[src/rtl/mem_arbiter_pkg.sv]
// Shared encodings for the IF/MEM unified-memory arbiter.
// Latency: none (types and constants only).
// Backpressure: none (types and constants only).
package mem_arbiter_pkg;

  // Arbiter states; the encoding is visible in waveforms, so keep it fixed.
  typedef enum logic [1:0] {
    IDLE   = 2'b00,
    BUSY_I = 2'b01,
    BUSY_D = 2'b10,
    DONE   = 2'b11
  } state_t;

  // Which port currently owns the memory.
  typedef enum logic {
    OWN_I = 1'b0,
    OWN_D = 1'b1
  } owner_t;

  // Width of the consecutive-data-grant counter; MAX_D_STREAK must fit in it.
  localparam int STREAK_W = 4;

endpackage

[src/rtl/mem_arbiter.sv]
// Arbitrates the fetch and data ports onto one handshake memory; data wins unless fetch is starved.
// Latency: request seen in IDLE at t -> MemReq from t+1; MemReady at k -> Ready/RD at k+1, IDLE at k+2.
// Backpressure: requesters hold Req and operands until their one-cycle Ready; memory stalls via MemReady.
module mem_arbiter
  import mem_arbiter_pkg::*;
#(
  parameter int MAX_D_STREAK = 3
) (
  input  logic        CLK,
  input  logic        ResetN,
  input  logic        IReq,
  input  logic [31:0] IAddr,
  output logic        IReady,
  output logic [31:0] IRD,
  input  logic        DReq,
  input  logic        DWE,
  input  logic [31:0] DAddr,
  input  logic [31:0] DWD,
  output logic        DReady,
  output logic [31:0] DRD,
  output logic        MemReq,
  output logic        MemWE,
  output logic [31:0] MemAddr,
  output logic [31:0] MemWD,
  input  logic        MemReady,
  input  logic [31:0] MemRD
);

  localparam logic [STREAK_W-1:0] STREAK_CAP = STREAK_W'(MAX_D_STREAK);

  state_t                state;
  owner_t                owner;
  logic [STREAK_W-1:0]   streak;

  logic                  streak_full;
  logic                  grant_d;
  logic                  grant_i;

  // Grant decision for the IDLE cycle: data by default, fetch once data has won STREAK_CAP times in a row.
  always_comb begin
    streak_full = (streak == STREAK_CAP);
    grant_d     = DReq && !(IReq && streak_full);
    grant_i     = IReq && !grant_d;
  end

  // Arbiter FSM with the streak counter and every output registered.
  always_ff @(posedge CLK) begin
    if (!ResetN) begin
      state   <= IDLE;
      owner   <= OWN_I;
      streak  <= '0;
      IReady  <= 1'b0;
      IRD     <= '0;
      DReady  <= 1'b0;
      DRD     <= '0;
      MemReq  <= 1'b0;
      MemWE   <= 1'b0;
      MemAddr <= '0;
      MemWD   <= '0;
    end else begin
      case (state)
        IDLE: begin
          IReady <= 1'b0;
          DReady <= 1'b0;
          IRD    <= '0;
          DRD    <= '0;
          if (grant_d) begin
            state   <= BUSY_D;
            owner   <= OWN_D;
            MemReq  <= 1'b1;
            MemWE   <= DWE;
            MemAddr <= DAddr;
            MemWD   <= DWD;
            // Only a data grant that actually made fetch wait extends the streak.
            if (!IReq) begin
              streak <= '0;
            end else if (!streak_full) begin
              streak <= streak + 1'b1;
            end
          end else if (grant_i) begin
            state   <= BUSY_I;
            owner   <= OWN_I;
            MemReq  <= 1'b1;
            MemWE   <= 1'b0;
            MemAddr <= IAddr;
            MemWD   <= '0;
            streak  <= '0;
          end
        end

        BUSY_I, BUSY_D: begin
          // Mem* stay frozen until the memory finishes; the result goes only to the owner.
          if (MemReady) begin
            state  <= DONE;
            MemReq <= 1'b0;
            if (owner == OWN_D) begin
              DReady <= 1'b1;
              DRD    <= MemWE ? '0 : MemRD;
            end else begin
              IReady <= 1'b1;
              IRD    <= MemRD;
            end
          end
        end

        DONE: begin
          // Ready is a single-cycle pulse; read data is zeroed outside it.
          IReady <= 1'b0;
          DReady <= 1'b0;
          IRD    <= '0;
          DRD    <= '0;
          state  <= IDLE;
        end

        default: begin
          state <= IDLE;
        end
      endcase
    end
  end

endmodule

[config.mk]
export PLATFORM = sky130hd
export DESIGN_NAME = mem_arbiter
export DESIGN_NICKNAME = d
export VERILOG_FILES = /design/src/rtl/mem_arbiter_pkg.sv /design/src/rtl/mem_arbiter.sv
export SDC_FILE = /design/constraint.sdc
export NUM_CORES = 1
export LEC_CHECK = 0
export ABC_AREA = 0
export BUFFER_PORTS_ARGS = -buffer_cell sky130_fd_sc_hd__buf_2
export CAP_MARGIN = 40
export CORE_MARGIN = 1.5
export CORE_UTILIZATION = 40
export CTS_CLUSTER_SIZE = 28
export DETAILED_ROUTE_END_ITERATION = 8
export PLACE_DENSITY = 0.74
export SYNTH_ARGS = -nofsm -noshare
export SYNTH_HDL_FRONTEND = slang
export SYNTH_SLANG_ARGS = --single-unit
[constraint.sdc]
create_clock -name CLK -period 1.4 [get_ports CLK]
set_input_delay 0.21 -clock CLK [delete_from_list [all_inputs] [get_ports CLK]]
set_output_delay 0.21 -clock CLK [all_outputs]
set_load 0.005 [all_outputs]
== Word-level counts from Yosys, hierarchy flattened ==
Cells that the tools add are included.

* Flip-flop bits (word level): 139
* Input bits: 134
* Output and inout port bits: 132
* Logic and storage cells: 69

* Add/sub/neg operators: 1
* Eq/ne operators: 9
* Muxes and demuxes: 32
* Reduce and logical (&&, ||, !) cells: 16

{| class="wikitable"
|+ Operator list
! kind !! number
|-
| two-way mux 32 bit || 9
|-
| case mux 32 bit (2 select lines) || 2
|-
| two-way mux 4 bit || 4
|-
| two-way mux 1 bit || 10
|-
| AND reduction 2 bit || 4
|-
| two-way mux 2 bit || 3
|-
| inequality test 2 bit, second input constant || 3
|-
| inequality test 3 bit, second input constant || 2
|-
| case mux 1 bit (2 select lines) || 3
|-
| case mux 2 bit (3 select lines) || 1
|-
| AND reduction 3 bit || 2
|-
| adder 4 x 1 -> 4 bit, second input constant || 1
|-
| == test 2 bit, second input constant || 2
|-
| == test 4 x 2 -> 1 bit, second input constant || 1
|-
| nonzero test 2 bit || 2
|-
| OR reduction 2 bit || 2
|-
| logical AND 1 bit || 3
|-
| == test 2 x 1 -> 1 bit, second input constant || 1
|-
| zero test 1 bit || 2
|-
| zero test 2 bit || 1
|}

== Depth between registers and ports, before layout ==
Gate-level depths: netlist of the first run.

* Word-level depth: 9
* Depth in mapped cells: 8
* Mapped depth without buffers: 5

== Least setup slack after synthesis of the first run ==
Ideal clock, no wire load.

* Path type: register to register
* From: register state[0]
* To: register state[1]
* Arrival: 1427 ps
* Path slack: -122 ps
* Stages on the path, launching flop included: 7
* Period minus slack after synthesis: 1522 ps
* Path through: dfxtp_1 inv_1 ha_1 buf_2 nor2b_1 or2_1 a221oi_1

* Cells in the longest elaborated chain, start to end: 4
* Elaborated cells on any way between the ends: 9
* Those cells by class: eq/ne: 5; mux: 1; reduce/logical: 3

{| class="wikitable"
|+ RTL lines
! item !! RTL line !! text
|-
| start: declaration || mem_arbiter.sv:31 || <nowiki>state_t state;</nowiki>
|-
| start signal: assignment || mem_arbiter.sv:49 || <nowiki>state <= IDLE;</nowiki>
|-
| start signal: assignment || mem_arbiter.sv:68 || <nowiki>state <= BUSY_D;</nowiki>
|-
| start signal: assignment || mem_arbiter.sv:81 || <nowiki>state <= BUSY_I;</nowiki>
|-
| == test 2 x 1 -> 1 bit / == test 2 bit (equally long branches) || mem_arbiter.sv:61 || <nowiki>case (state)</nowiki>
|-
| OR reduction 2 bit || mem_arbiter.sv:61 ||
|-
| inequality test 2 bit (no line) || - ||
|-
| AND reduction 2 bit (no line) || - ||
|}

Several ways; a longest one is shown, not always the timed one.
A chain may end at the register's enable or synchronous reset.

== Worst setup path after layout of the first run ==
* From: register state[0]
* To: register DRD[30]

* Cells in the longest elaborated chain, start to end: 4
* Elaborated cells on any way between the ends: 10
* Those cells by class: eq/ne: 5; mux: 1; reduce/logical: 4

{| class="wikitable"
|+ RTL lines
! item !! RTL line !! text
|-
| == test 2 x 1 -> 1 bit / == test 2 bit (equally long branches) || mem_arbiter.sv:61 ||
|-
| OR reduction 2 bit || mem_arbiter.sv:61 ||
|-
| inequality test 2 bit (no line) || - ||
|-
| AND reduction 2 bit (no line) || - ||
|-
| end signal: assignment || mem_arbiter.sv:98 || <nowiki>DRD <= MemWE ? '0 : MemRD;</nowiki>
|-
| end: declaration || mem_arbiter.sv:20 || <nowiki>output logic [31:0] DRD,</nowiki>
|}

Several ways; a longest one is shown, not always the timed one.

==> results of run 1 <==
worst max path at each step:
| stage | cells past startpoint | endpoint | from | slack (ps) |
|---|---|---|---|---|
| finish | 6 | DRD[30] | state[0] | -50 |
| global route | 6 | DRD[30] | state[0] | -90 |
| CTS | 6 | DRD[30] | state[0] | -3 |
| detailed placement | 4 | streak[1] | streak[1] | -70 |
| global placement | 4 | streak[1] | streak[0] | -60 |
| floorplan | 6 | DRD[12] | state[0] | -30 |
stage by stage:
step	area (um2)	power, mW	util (%)
floorplan	5340	7.62	-
CTS	7610	14.2	59.6
global route	8360	15.8	65.4
finish	8360	15.1	65.4
global placement	6950	9.39	54.4
detailed placement	6950	9.44	54.4
critical path, delay by kind of cell (launching register included):
| family | cells | cell delay [ps] |
|---|---|---|
| and+or+nand+nor | 2 | 450 |
| DFF | 1 | 330 |
| adders and majority gates | 1 | 280 |
| buffers and inverters | 2 | 230 |
| AOI/OAI and AO/OA | 1 | 90 |
synth_stat cells, drive strengths merged, types with 2 or more instances:
cell,count,area [um2]
o211ai,2,15.0
and4b,2,20.0
nand3,2,10.0
clkbuf,39,146
nand4bb,2,22.5
a32oi,66,578
nor2b,2,12.5
buf,27,151
nand2b,3,18.8
a22oi,33,248
nor2,100,375
a21oi,37,185
ha,2,25.0
a31oi,33,206
dfxtp,139,2780
inv,4,15.0
nand2,4,15.0
o21ai,66,342
sequential cells by signal, indices dropped and copies added, names as in the netlist:
| name | flops |
|---|---|
| DRD | 32 |
| DReady | 1 |
| IRD | 32 |
| IReady | 1 |
| MemAddr | 32 |
| MemReq | 1 |
| MemWD | 32 |
| MemWE | 1 |
| owner | 1 |
| state | 2 |
| streak | 4 |
area by class of cell:
| class | count | area share, % |
|---|---|---|
| multi-input combinational | 369 | 31.8 |
| clock inverter | 14 | 2.20 |
| sequential | 139 | 33.4 |
| tap | 172 | 2.58 |
| timing repair buffer | 310 | 24.6 |
| clock buffer | 18 | 5.26 |
| inverter | 5 | 0.225 |
logic make-up after synthesis:
logic type	count (synthesis)	share of synthesized area, %
DFF	139	52.6
buffers and inverters	71	5.98
AOI/OAI and AO/OA	244	30.8
and+or+nand+nor	123	10.2
adders and majority gates	2	0.473
layer usage:
layer | wire length, um | up-vias | share of wire, % | GRT usage [%]
met5 | 0 | - | 0 | 0
met4 | 344 | 0 | 1.8 | 7.24
met3 | 1470 | 37 | 7.8 | 6.35
met2 | 8790 | 294 | 47 | 35.5
met1 | 8280 | 2781 | 44 | 30.9
li1 | - | 2705 | - | -
report_power, final:
part / internal (mW) / switching (mW)
registers: 4.63 / 0.348
logic: 2.39 / 3.04
clock network: 2.89 / 1.84
what timing repair did:
| item | CTS | global route |
|---|---|---|
| setup buffers | 0 | 3 |
| gates cloned | 0 | 14 |
| resized for setup | 10 | 78 |
| setup endpoints to repair | 77 | 127 |
| pin swaps | 1 | 43 |
==> results.ini, run 1 <==
[floorplan]
die_area_um2 = 13900
die_w_um = 118
core_area_um2 = 12800
pin_count = 266
rows = 41
fp.dieH_um = 118
start_util_pct = 41.4

[critical_path]
slowest_stage = dfxtp_2
reg2reg_to = DRD[30]
cp.required_ps = 1760
start_kind = register
r2r_slack_ps = -50
arrival_ps = 1800
r2r_cells = 6
r2r_start = state[0]
crit_type = register to register
cp_cell_sequence = inv_2 > ha_4 > and4b_4 > clkbuf_16 > a22oi_1 > nor2_1
slowest_delay_ps = 330
end_kind = register
critPathMaxFanout = 8

[timing]
setup_viol = 38
finalWorstSetupSlack_ps = -48.7
setup_tns_ps = -469
fmax_ghz = 0.690
fin_crit_sh_pct = 103
drv_slew = 0
slew_headroom_pct = 77.7
tightest_slew_ps = 335
min_period_ps = 1450
skew_ps = 7.79
rsz0062_at_grt = true
report.final.hold_viol_count = 0
hold_slack_ps = 29.1

[placed_design]
dpl.hpwl_um = 11000
dp_slack_ps = -69.3
placed_cells = 978
portBuffers = 265
place_congestion = 0.802

[synth]
synth-seq-area-share_pct = 52.6
synth_edf_count = 0
ys_warn_count = 0
syn_area_per_cell_um2 = 9.14
syn-num-nets = 715
synth-seq-cells = 139
synth.distinct_cells = 37
synthCells = 579
synth_top_flop_cell = dfxtp_1
mappedNetlistArea_um2 = 5290
async_flop_share_pct = 0

[finish]
seqCellArea_um2 = 2790
final-instance-count-excl-fill = 1027
fillerInstances = 1028
syn_to_final_growth_pct = 57.9
drive_gt1_share_pct = 48.2
mostFrequentLayoutCells = 265 x buf_2, 135 x dfxtp_1, 100 x nor2_1
nNetsFinal = 978
layout_commonest_cell = buf_2
multi_input_area_um2 = 2660
antenna_cells = 0

[global_route]
grt_pass1_vias = 5069
grt_pass1_wl_um = 26100
antenna_found_initial = 0
grt_max_degree = 68
grt.total_usage_pct = 22.9
grt.overflow.total = 0

[routing]
vias = 5817
drcViolationCount = 0
drt-total-wl_um = 18900
viasPerCell = 5.66
wl_per_cell_um = 18.4
drt_iter0_markers = 417
drtAntennaViolNets = 0
dr.pass1.iters = 5

[cts]
ctsHoldBuffers = 0
cts_max_level = 4
cts_root_buf = clkbuf_16
cts_sinks = 139
cts_tree = yes
clock_path_buffers = 2
clk_latency_ps = 420
cts.clk_slew.worst_paths_ps = 60
numCtsBuffers = 17

[power_and_ir_drop]
leakage_nw = 3.67
p_per_area_nw_per_um2 = 1810
ir_drop_uv = 1010

[status]
violations = setup timing
outcome = complete, but fails checks

[min_path]
hold_class = input pin to register
worstHoldPathCells = 3
whs_endpoint = IRD[23]
hold_path.startpoint = MemRD[23]

[flow_run]
max_cap_viol_count = 0

Power figures use the tool's default switching activity.
==> inputs of run 2 (changes only) <==
ABC_AREA = 1   (was 0)
PLACE_DENSITY = 0.73   (was 0.74)
==> results.ini, run 2 <==
[global_route]
antenna_found_initial = 1  ; +1
grt_pass1_vias = 5516  ; +8.8%
grt_max_degree = 61  ; -10%
grt.overflow.total = 0  ; unchanged
grt.total_usage_pct = 22.5  ; -0.45 points
grt_pass1_wl_um = 26600  ; +2.0%

[synth]
synth_top_flop_cell = dfxtp_1
async_flop_share_pct = 0  ; unchanged
mappedNetlistArea_um2 = 5640  ; +6.5%
yosys.area.top_type = dfxtp_1
synthTopCellsByArea = dfxtp_1 49%, nand2_1 14%, nand3_1 12%
synth_edf_count = 0  ; unchanged
synth-seq-cells = 139  ; unchanged
synthCells = 779  ; +35%
post-synth-top-count-cell = nand2_1
synth-seq-area-share_pct = 49.4  ; -3.2 points
syn_area_per_cell_um2 = 7.24  ; -21%
synth.distinct_cells = 23  ; -38%
synth_top_area_share_pct = 49.4  ; -3.2 points
syn-num-nets = 915  ; +28%
ys_warn_count = 0  ; unchanged
synthTopCellsByCount = 214 x nand2_1, 139 x dfxtp_1, 132 x nand3_1

[status]
outcome = complete, but fails checks
violations = setup timing

[timing]
slew_headroom_pct = 79.8  ; +2.1 points
report.final.hold_viol_count = 0  ; unchanged
fin_crit_sh_pct = 104  ; +0.66 points
rsz0062_at_grt = true
setup_viol = 39  ; +2.6%
skew_ps = 8.07  ; +0.285 ps
finalWorstSetupSlack_ps = -58.0  ; -9.27 ps
tightest_slew_ps = 303  ; -31.8 ps
drv_slew = 0  ; unchanged
fmax_ghz = 0.686  ; -0.64%
min_period_ps = 1460  ; +9.27 ps

[critical_path]
end_kind = register
arrival_ps = 1800  ; about the same
reg2reg_to = DRD[30]
start_kind = register
r2r_start = state[0]
critPathMaxFanout = 8  ; unchanged
r2r_slack_ps = -60  ; about the same
crit_start = state[0]
crit_end = DRD[30]
crit_type = register to register
cp.required_ps = 1740  ; -20 ps
r2r_cells = 8  ; +2

[finish]
mostFrequentLayoutCells = 265 x buf_2, 190 x nand2_1, 135 x dfxtp_1
final-instance-count-excl-fill = 1249  ; +22%
drive_gt1_share_pct = 41.9  ; -6.3 points
multi_input_area_um2 = 2820  ; +6.0%
final_core_util_pct = 62.7  ; -2.7 points
syn_to_final_growth_pct = 53.9
fillerInstances = 1233  ; +20%
layout_commonest_cell = buf_2
seqCellArea_um2 = 2790  ; about the same
antenna_cells = 0  ; unchanged
nNetsFinal = 1193  ; +22%

[routing]
viasPerCell = 4.97  ; -12%
wl_per_cell_um = 14.7  ; -20%
drtAntennaViolNets = 0  ; unchanged
dr.pass1.iters = 5  ; unchanged
vias = 6207  ; +6.7%
drt_iter0_markers = 414  ; -0.72%
drt-total-wl_um = 18300  ; -2.9%
drcViolationCount = 0  ; unchanged

[cts]
cts_tree = yes
cts_root_buf = clkbuf_16
clock_path_buffers = 2  ; unchanged
cts_sinks = 139  ; unchanged
cts_max_level = 4  ; unchanged
clk_latency_ps = 410  ; about the same
cts.clk_slew.worst_paths_ps = 60  ; about the same
numCtsBuffers = 17  ; unchanged

[placed_design]
dpl.hpwl_um = 10900  ; -0.48%
place_congestion = 0.796  ; -0.76%
portBuffers = 265  ; unchanged
placed_cells = 1196  ; +22%

[floorplan]
die_area_um2 = 14800  ; +6.4%
rows = 43  ; +4.9%
start_util_pct = 40.8  ; -0.66 points
fp.dieH_um = 122  ; +3.1%
die_w_um = 122  ; +3.1%
core_area_um2 = 13800  ; +8.2%
pin_count = 266  ; unchanged

[power_and_ir_drop]
leakage_nw = 4.24  ; +16%
ir_drop_uv = 930  ; -8.3%
p_per_area_nw_per_um2 = 1890  ; +4.3%

[min_path]
worstHoldPathCells = 3  ; unchanged
hold_class = input pin to register

[flow_run]
max_cap_viol_count = 0  ; unchanged

## run 2: cell count changes after synthesis, sizes merged, moves of 27 or more
cell   change
a22oi     -33
nand2    +212
a21oi     +71
inv       +43
nor2      -27
a31oi     -33
o21ai     -64
nand3    +130
a32oi     -66
## run 2: report_power, final
group | internal (mW) | switching (mW)
Clock | 2.72 | 1.69
Sequential | 4.71 | 0.438
Combinational | 3.11 | 3.74
Total | 10.5 | 5.86
## run 2: final cells by class
type                       instances  share of cell area [%]
inverter                          47                    2.12
clock buffer                      22                    5.35
timing repair buffer             315                    24.0
tap                              180                    2.60
clock inverter                     9                    1.30
multi-input combinational        537                    32.5
sequential                       139                    32.2
## run 2: layer usage
metal  global-route usage (%)  part of all wire, %  wire length (um)  up-vias
met1                     26.9                   41              7530     2853
met3                     8.05                  8.5              1560       26
met4                     7.06                  1.4               263        2
li1                         -                    -                 -     3071
met5                        0                0.049                 9        -
met2                     37.6                   49              8980      255
## run 2: metrics by stage
stage | power (mW) | worst slack, ps | instance area (um2) | hold slack, ps | TNS, ps
after CTS | 15.2 | -39.9 | 8060 | 21.3 | -389
after floorplan | 8.26 | -14.3 | 5640 | 348 | -287
final | 16.4 | -58.0 | 8670 | 41.1 | -1380
after global placement | 10.2 | -54.7 | 7260 | 436 | -853
after detailed placement | 10.3 | -72.4 | 7260 | 439 | -2150
after global routing | 17.3 | -129 | 8670 | 36.1 | -7320
## run 2: worst min path at each step
stage | end | slack [ps] | startpoint
2_1_floorplan | streak[0] | 350 | ResetN
3_3_place_gp | IReady | 440 | IReady
3_5_place_dp | IReady | 440 | IReady
4_1_cts | MemWD[5] | 20 | DWD[5]
5_1_grt | MemWD[28] | 40 | DWD[28]
6_report | MemWD[10] | 40 | DWD[10]
## run 2: logic make-up after synthesis
family	count (synthesis)	synth area share (%)
xor+xnor	1	0.155
buf+inv	103	8.17
flops	139	49.4
simple gates	424	31.8
fa+ha+maj	2	0.444
compound gates	110	10.0
## run 2: critical path: stages, from the launching register on
cell and delay (ps):
dfxtp_2 330, inv_2 40, ha_4 290, inv_4 50, nor3_4 200, buf_6 150, buf_12 140, nand2_2 60
a21oi_2 140
## run 2: repair_timing
| action | in CTS | in global routing |
|---|---|---|
| gates cloned | 4 | 9 |
| setup endpoints to repair | 102 | 119 |
| pin swaps | 2 | 54 |
| hold buffers | 0 | 0 |
| gates resized for setup | 12 | 132 |
| buffers inserted | 9 | 5 |
